==> src/rtl/ram_stream_reader.sv <==
// ram_stream_reader: streams length words from a 2-cycle-latency RAM read port, starting at base_addr
// ports: clk, rst_n (sync, active low); start/base_addr/length launch a transfer, busy/done report it;
//        addr_rd/data_rd drive the RAM read port; m_data/m_valid/m_ready/m_last form the output stream
module ram_stream_reader #(
   parameter int RAM_WIDTH  = 8,
   parameter int RAM_DEPTH  = 1024,
   parameter int FIFO_DEPTH = 4,
   localparam int AW = $clog2(RAM_DEPTH)
) (
   input  logic                 clk,
   input  logic                 rst_n,
   input  logic                 start,
   input  logic [AW-1:0]        base_addr,
   input  logic [AW:0]          length,
   output logic                 busy,
   output logic                 done,
   output logic [AW-1:0]        addr_rd,
   input  logic [RAM_WIDTH-1:0] data_rd,
   output logic [RAM_WIDTH-1:0] m_data,
   output logic                 m_valid,
   input  logic                 m_ready,
   output logic                 m_last
);
   typedef enum logic [1:0] {IDLE, READ, DRAIN} state_t;
   localparam int PW = (FIFO_DEPTH > 1) ? $clog2(FIFO_DEPTH) : 1;
   localparam int OW = $clog2(FIFO_DEPTH + 1);
   localparam int CW = OW + 3;
   state_t state, state_nxt;
   logic [RAM_WIDTH-1:0] fifo [FIFO_DEPTH];
   logic [PW-1:0] wr_ptr, rd_ptr;
   logic [OW-1:0] occ;
   logic [AW:0] len_q, issued, beat_cnt;
   // tag[0]: addr_rd holds a freshly issued address; tag[2]: that word's data is on data_rd now
   logic [2:0] tag;
   logic launch, issue, credit_ok, done_nxt, pop, push;
   logic [CW-1:0] demand;
   logic [AW-1:0] addr_inc;
   assign push = tag[2];
   assign pop = m_valid & m_ready;
   assign m_valid = occ != '0;
   assign m_data = m_valid ? fifo[rd_ptr] : '0;
   assign m_last = m_valid && beat_cnt == len_q - 1'b1;
   assign busy = state != IDLE;
   // every word already issued owns a FIFO slot, so a new issue needs one free after this cycle's pop
   assign demand = CW'(occ) + CW'(tag[0]) + CW'(tag[1]) + CW'(tag[2]) + CW'(1) - CW'(pop);
   assign credit_ok = demand <= CW'(FIFO_DEPTH);
   assign addr_inc = (addr_rd == AW'(RAM_DEPTH - 1)) ? '0 : addr_rd + 1'b1;
   always_comb begin
      state_nxt = state;
      launch = 1'b0;
      issue = 1'b0;
      done_nxt = 1'b0;
      case (state)
         IDLE: begin
            launch = start && length != '0;
            done_nxt = start && length == '0;
            state_nxt = launch ? READ : IDLE;
         end
         READ: begin
            issue = issued != len_q && credit_ok;
            state_nxt = (issued == len_q) ? DRAIN : READ;
         end
         DRAIN: begin
            done_nxt = pop && m_last;
            state_nxt = done_nxt ? IDLE : DRAIN;
         end
         default: state_nxt = IDLE;
      endcase
   end
   always_ff @(posedge clk) begin
      if (!rst_n) begin
         state <= IDLE;
         done <= 1'b0;
         tag <= '0;
         addr_rd <= '0;
         len_q <= '0;
         issued <= '0;
         beat_cnt <= '0;
         wr_ptr <= '0;
         rd_ptr <= '0;
         occ <= '0;
      end else begin
         state <= state_nxt;
         done <= done_nxt;
         tag <= {tag[1:0], launch | issue};
         if (launch) begin
            addr_rd <= base_addr;
            len_q <= length;
            issued <= {{AW{1'b0}}, 1'b1};
         end else if (issue) begin
            addr_rd <= addr_inc;
            issued <= issued + 1'b1;
         end
         if (launch) beat_cnt <= '0;
         else if (pop) beat_cnt <= beat_cnt + 1'b1;
         if (push) wr_ptr <= (wr_ptr == PW'(FIFO_DEPTH - 1)) ? '0 : wr_ptr + 1'b1;
         if (pop) rd_ptr <= (rd_ptr == PW'(FIFO_DEPTH - 1)) ? '0 : rd_ptr + 1'b1;
         occ <= occ + OW'(push) - OW'(pop);
      end
   end
   always_ff @(posedge clk) begin
      if (push) fifo[wr_ptr] <= data_rd;
   end
endmodule

==> config.mk <==
export PLATFORM = sky130hd
export DESIGN_NAME = ram_stream_reader
export DESIGN_NICKNAME = d
export VERILOG_FILES = /design/src/rtl/ram_stream_reader.sv
export SDC_FILE = /design/constraint.sdc
export NUM_CORES = 1
export LEC_CHECK = 0
export BUFFER_PORTS_ARGS = -buffer_cell sky130_fd_sc_hd__buf_2
export CORE_ASPECT_RATIO = 1.5
export CORE_MARGIN = 10
export CORE_UTILIZATION = 40
export CTS_BUF_LIST = sky130_fd_sc_hd__clkbuf_16
export DETAILED_ROUTE_END_ITERATION = 10
export GPL_TIMING_DRIVEN = 0
export PLACE_DENSITY = 0.61
export SETUP_SLACK_MARGIN = 0.5
export SYNTH_ARGS = -nofsm -noshare
export SYNTH_HDL_FRONTEND = slang
export SYNTH_SLANG_ARGS = --single-unit
==> constraint.sdc <==
create_clock -name clk -period 5.3 [get_ports clk]
set_input_delay 0 -clock clk [delete_from_list [all_inputs] [get_ports clk]]
set_output_delay 0 -clock clk [all_outputs]
set_load 0.02 [all_outputs]
Word-level counts from Yosys, hierarchy flattened --
Memory sizes are Yosys's and may differ from the RTL's. A register that Yosys moved wholly into a read port is not among the register bits. Index checks and enable logic that the tools add are counted. Widths: inputs -> output; s select.
Word-level totals: word-level logic and storage cells 68, output and inout bits 22, memories kept 1, register bits 56, memory bits (writable) 32
Cells by class: reductions and logical operators 12, multiplexer cells 19, order comparisons 1, equal/unequal tests 8, bitwise gates (word level) 3, add/subtract/negate cells 13
Memories:
- fifo | words 4, width 8, rd ports 1, clocked after memory_dff 1, write ports 1, line 29 | logic [RAM_WIDTH-1:0] fifo [FIFO_DEPTH];
Operators with widths (count):
- $mux 10 | 3
- $add 11x1->11 const B | 2
- $eq 11x11->1 | 2
- $mux 2 | 6
- $logic_not 11->1 | 1
- $ne 11x11->1 | 1
- $reduce_bool 11->1 | 1
- $sub 11x1->11 const B | 1
- $add 10x1->10 const B | 1
- $eq 10x10->1 const B | 1
- $mux 8 | 1
- $mux 1 | 7
- $add 5x1->6 | 1
- $add 6x1->6 const B | 1
- $eq 2x2->1 const B | 3
- $le 6x3->1 const B | 1
- $pmux 2 s3 | 1
- $sub 6x1->6 | 1
- $add 4x1->5 | 1
- $logic_and 1x1->1 | 5
- $add 2x1->2 const B | 2
- $add 3x1->4 | 1
- $reduce_bool 2->1 | 2
- $add 3x1->3 | 1
- other kinds (9) | 9

Depth between registers and ports, before layout --
word-level depth 10, mapped depth 15, gate-level depth less buffers 13

Least setup slack after synthesis --
No wires, ideal clock.
path kind register to register, start register occ[1], end register issued[9], period minus slack after synthesis 4.185 ns, arrival 4.115 ns, stages on the path, launching flop included 15, slack 1.115 ns, setup time 0.071 ns, buffers on the path 1, required time 5.229 ns, cells stage by stage dfxtp_1 or3_1 nand2_1 clkinv_1 fa_1 fa_1 inv_2 fa_1 nand2b_1 a221oi_1 a21oi_1 or4b_1 buf_2 or4_1 a21oi_1
Between the ends: elaborated cells on any way between the ends 10
RTL lines:
- from (decl) | line 31 | logic [OW-1:0] occ;
- from (signal assigned) | line 98 | occ <= occ + OW'(push) - OW'(pop);
- $reduce_bool 3->1 | line 40 | assign m_valid = occ != '0;
- $and 1x1->1 | line 39 | assign pop = m_valid & m_ready;
- named net pop | line 35 | logic launch, issue, credit_ok, done_nxt, pop, push;
- $sub 6x1->6 | line 45 | assign demand = CW'(occ) + CW'(tag[0]) + CW'(tag[1]) + CW'(tag[2]) + CW'(1) - CW'(pop);
- $le 6x3->1 | line 46 | assign credit_ok = demand <= CW'(FIFO_DEPTH);
- $logic_and 1x1->1 | line 60 | issue = issued != len_q && credit_ok;
- $mux 1 | line 53 | case (state)
- to (signal assigned) | line 89 | issued <= {{AW{1'b0}}, 1'b1};
- to (signal assigned) | line 92 | issued <= issued + 1'b1;
- to (decl) | line 32 | logic [AW:0] len_q, issued, beat_cnt;
The timed path passes the listed nets, and every way through them passes these cells. A chain may end at the register's enable or synchronous reset.

Final worst setup path --
Same ends and word-level chain as after synthesis.

==> results.py <==
metrics = {
    "global_routing": {
        "grt_use_total_pct": 14.7,
        "antenna_found_initial": 0,
        "grt_pass1_vias": 3820,
        "grt_overflow": 0,
        "grt_max_degree": 18,
        "grt_first_pass_wirelength_um": 18600,
    },
    "finish": {
        "antennaDiodeCount": 0,
        "layout-drive-gt1-share_pct": 17.1,
        "fillers": 1046,
        "area_growth_pct": 23.4,
        "final_nets": 599,
    },
    "placement": {
        "dp_hpwl_um": 8370,
        "io_buffers": 54,
        "gp_congestion": 0.915,
    },
    "routing": {
        "via_count": 3738,
        "drt-pass1-iter-count": 4,
        "detail_route.wl_per_cell_um": 16.0,
        "antenna_left": 0,
        "drcViolationCount": 0,
        "first_iter_violations": 178,
        "drt-total-wl_um": 11300,
        "viasPerCell": 5.32,
    },
    "sta": {
        "drv_slew": 0,
        "tightest_slew_ps": 693,
        "fmax_mhz": 221,
        "skew_ps": 7.94,
        "setup_viol": 0,
        "period_share_pct": 85.3,
        "rsz0062_at_grt": "no",
        "hold_ws_ps": 16.4,
        "relSlewSlack_pct": 53.8,
        "finalCriticalPeriod_ps": 4520,
        "hold_viol": 0,
        "setup_tns_ps": 0,
    },
    "critical_path": {
        "crit_fanout": 9,
        "rr_startpoint": "occ[1]",
        "startpoint": "occ[1]",
        "required_ps": 5570,
        "r2r_cells": 14,
        "ff2ff_setup_slack_ps": 780,
        "worstSetupPathType": "reg -> reg",
        "worstSetupStartpointType": "register",
        "cp-end-kind": "register",
        "cp.arrival_ps": 4800,
    },
    "clock_network": {
        "cts_setup_buffers": 0,
        "clock_sinks": 90,
        "numCtsBuffers": 9,
        "cts_tree": "built",
        "clkLatencyLatePin_ps": 350,
        "root_buffer": "clkbuf_16",
        "cts-root-to-sink-buffers": 2,
        "htree_levels": 3,
        "clk_pin_slew_ps": 70,
    },
    "yosys": {
        "synth_ff_type": "dfxtp_1",
        "synth-seq-area-share_pct": 47.5,
        "synth_area_sq_um": 4470,
        "postSynth.asyncResetShare_pct": 0,
        "synthCells": 457,
        "synth.distinct_cells": 54,
        "synth_area_per_cell_sq_um": 9.78,
        "synth-seq-cells": 90,
        "syn_nets": 506,
        "synth_edf_count": 32,
        "yosysWarnings": 0,
    },
    "floorplanning": {
        "start_util_pct": 40.7,
        "die_x_um": 106,
        "coreArea_sq_um": 11000,
        "io_pins": 55,
        "die_height_um": 149,
        "fp-row-count": 47,
        "dieArea_sq_um": 15900,
    },
    "pwr": {
        "ir_worst_vdd_mv": 0.195,
        "power.total_mw": 2.04,
        "p_leak_nw": 2.07,
        "cellPowerDensity_nw_per_um2": 369,
    },
    "hold_path": {
        "min_from": "rst_n",
        "worstHoldPathCells": 3,
        "min_path_type": "in -> reg",
    },
    "run": {
        "cap_viol_max_count": 0,
    },
    "outcome": {
        "outcome": "finished clean",
    },
}
[critical path, cell delays in order, from the launching register on]
cell and delay [ps]:
dfxtp_1 390, or3_1 420, nand2_2 170, clkinv_2 190
fa_1 490, fa_1 380, inv_2 80, fa_1 400
nand2b_1 170, a221oi_1 240, a21oi_1 210, or4b_1 510
buf_2 170, or4_1 460, a21oi_1 150
[metrics by stage]
stage	instances	util (%)	area (sq um)	setup slack [ps]
floorplan	457	-	4470	1110
global placement	658	44.8	4920	587
detailed placement	658	44.8	4920	501
CTS	702	50.1	5510	641
global route	702	50.2	5520	497
finish	702	50.2	5520	778
[power breakdown]
| group | internal [mW] | switching (mW) | leakage [nW] |
|---|---|---|---|
| Sequential | 0.758 | 0.0435 | 0.761 |
| Clock | 0.374 | 0.292 | 0.148 |
| Combinational | 0.232 | 0.336 | 1.16 |
[cell type report]
| class | count | area [sq um] | area share, % |
|---|---|---|---|
| Tap cell | 147 | 184 | 3.33 |
| Clock buffer | 9 | 225 | 4.08 |
| Buffer | 28 | 115 | 2.09 |
| Sequential cell | 90 | 2120 | 38.5 |
| Multi-Input combinational cell | 317 | 2150 | 39.0 |
| Inverter | 22 | 83.8 | 1.52 |
| Timing Repair Buffer | 82 | 551 | 9.98 |
| Clock inverter | 7 | 81.3 | 1.47 |
[final timing paths]
check | endpoint
hold / removal | state[1]
setup reg to reg | issued[9]
hold reg to reg | tag[2]
setup / recovery | issued[9]
[cells in the mapped netlist (2+ instances only)]
cell type	instances	area share [%]
a211oi_1	4	0.67
a21oi_1	37	4.1
a31oi_1	4	0.56
a32oi_1	2	0.39
and2_1	16	2.2
and3_1	8	1.1
buf_2	8	0.90
clkbuf_1	20	1.7
dfxtp_1	58	26
edfxtp_1	32	21
fa_1	4	1.8
ha_1	12	3.4
inv_1	19	1.6
inv_2	2	0.17
mux4_2	8	4.0
nand2_1	49	4.1
nand2b_1	3	0.42
nand3_1	20	2.2
nand3b_1	3	0.50
nand4_1	10	1.4
nor2_1	27	2.3
nor2b_1	2	0.28
nor3_1	9	1.0
nor4_1	4	0.56
o211ai_1	2	0.34
o21a_1	2	0.34
o21ai_0	13	1.5
o311a_1	2	0.45
o31ai_1	5	0.84
or3_1	9	1.3
or4_1	6	1.0
xnor2_1	25	4.9
xor2_1	11	2.2
[flip-flops by register name, summed over array words and instances (netlist names), named ones only]
signal	cells
addr_rd	10
beat_cnt	11
state	2
occ	3
wr_ptr	2
rd_ptr	2
fifo	32
len_q	11
tag	3
issued	11
done	1
[routing by layer]
metal  GRT usage [%]  vias to the layer above  part of all wire [%]
met1            15.5                     1811                    41
met4            6.93                        0                   2.7
met5               0                        -                     0
li1                -                     1813                     -
met2            26.5                       91                    52
met3            3.75                       23                   4.7
[cells in the final DEF (no fill, tap or decap), drive strengths merged, types with 9 or more instances in the layout]
| cell type | n |
|---|---|
| nand3 | 20 |
| a21oi | 37 |
| nor2 | 27 |
| ha | 12 |
| dlygate4sd3 | 28 |
| nand2 | 49 |
| o21ai | 13 |
| and2 | 16 |
| edfxtp | 32 |
| nor3 | 9 |
| nand4 | 10 |
| clkbuf | 29 |
| inv | 25 |
| buf | 62 |
| or3 | 9 |
| xor2 | 11 |
| dfxtp | 58 |
| xnor2 | 25 |
[what timing repair did]
item / in CTS / in global routing
gates resized for setup: 1 / 1
setup endpoints to repair: 1 / 5
cloned: 0 / 0
endpoints found under the hold margin: 51 / 0
hold buffers: 28 / 0
[cell families (layout without fill, tap and decap cells)]
logic type,Yosys count,count (layout),synth area share (%)
simple gates,173,173,19.9
flops,90,90,47.5
compound gates,82,82,11.5
buf+inv,50,148,4.42
xor+xnor,36,36,7.05
fa+ha+maj,16,16,5.15
mux,10,10,4.51
Power figures use the tool's default switching activity.
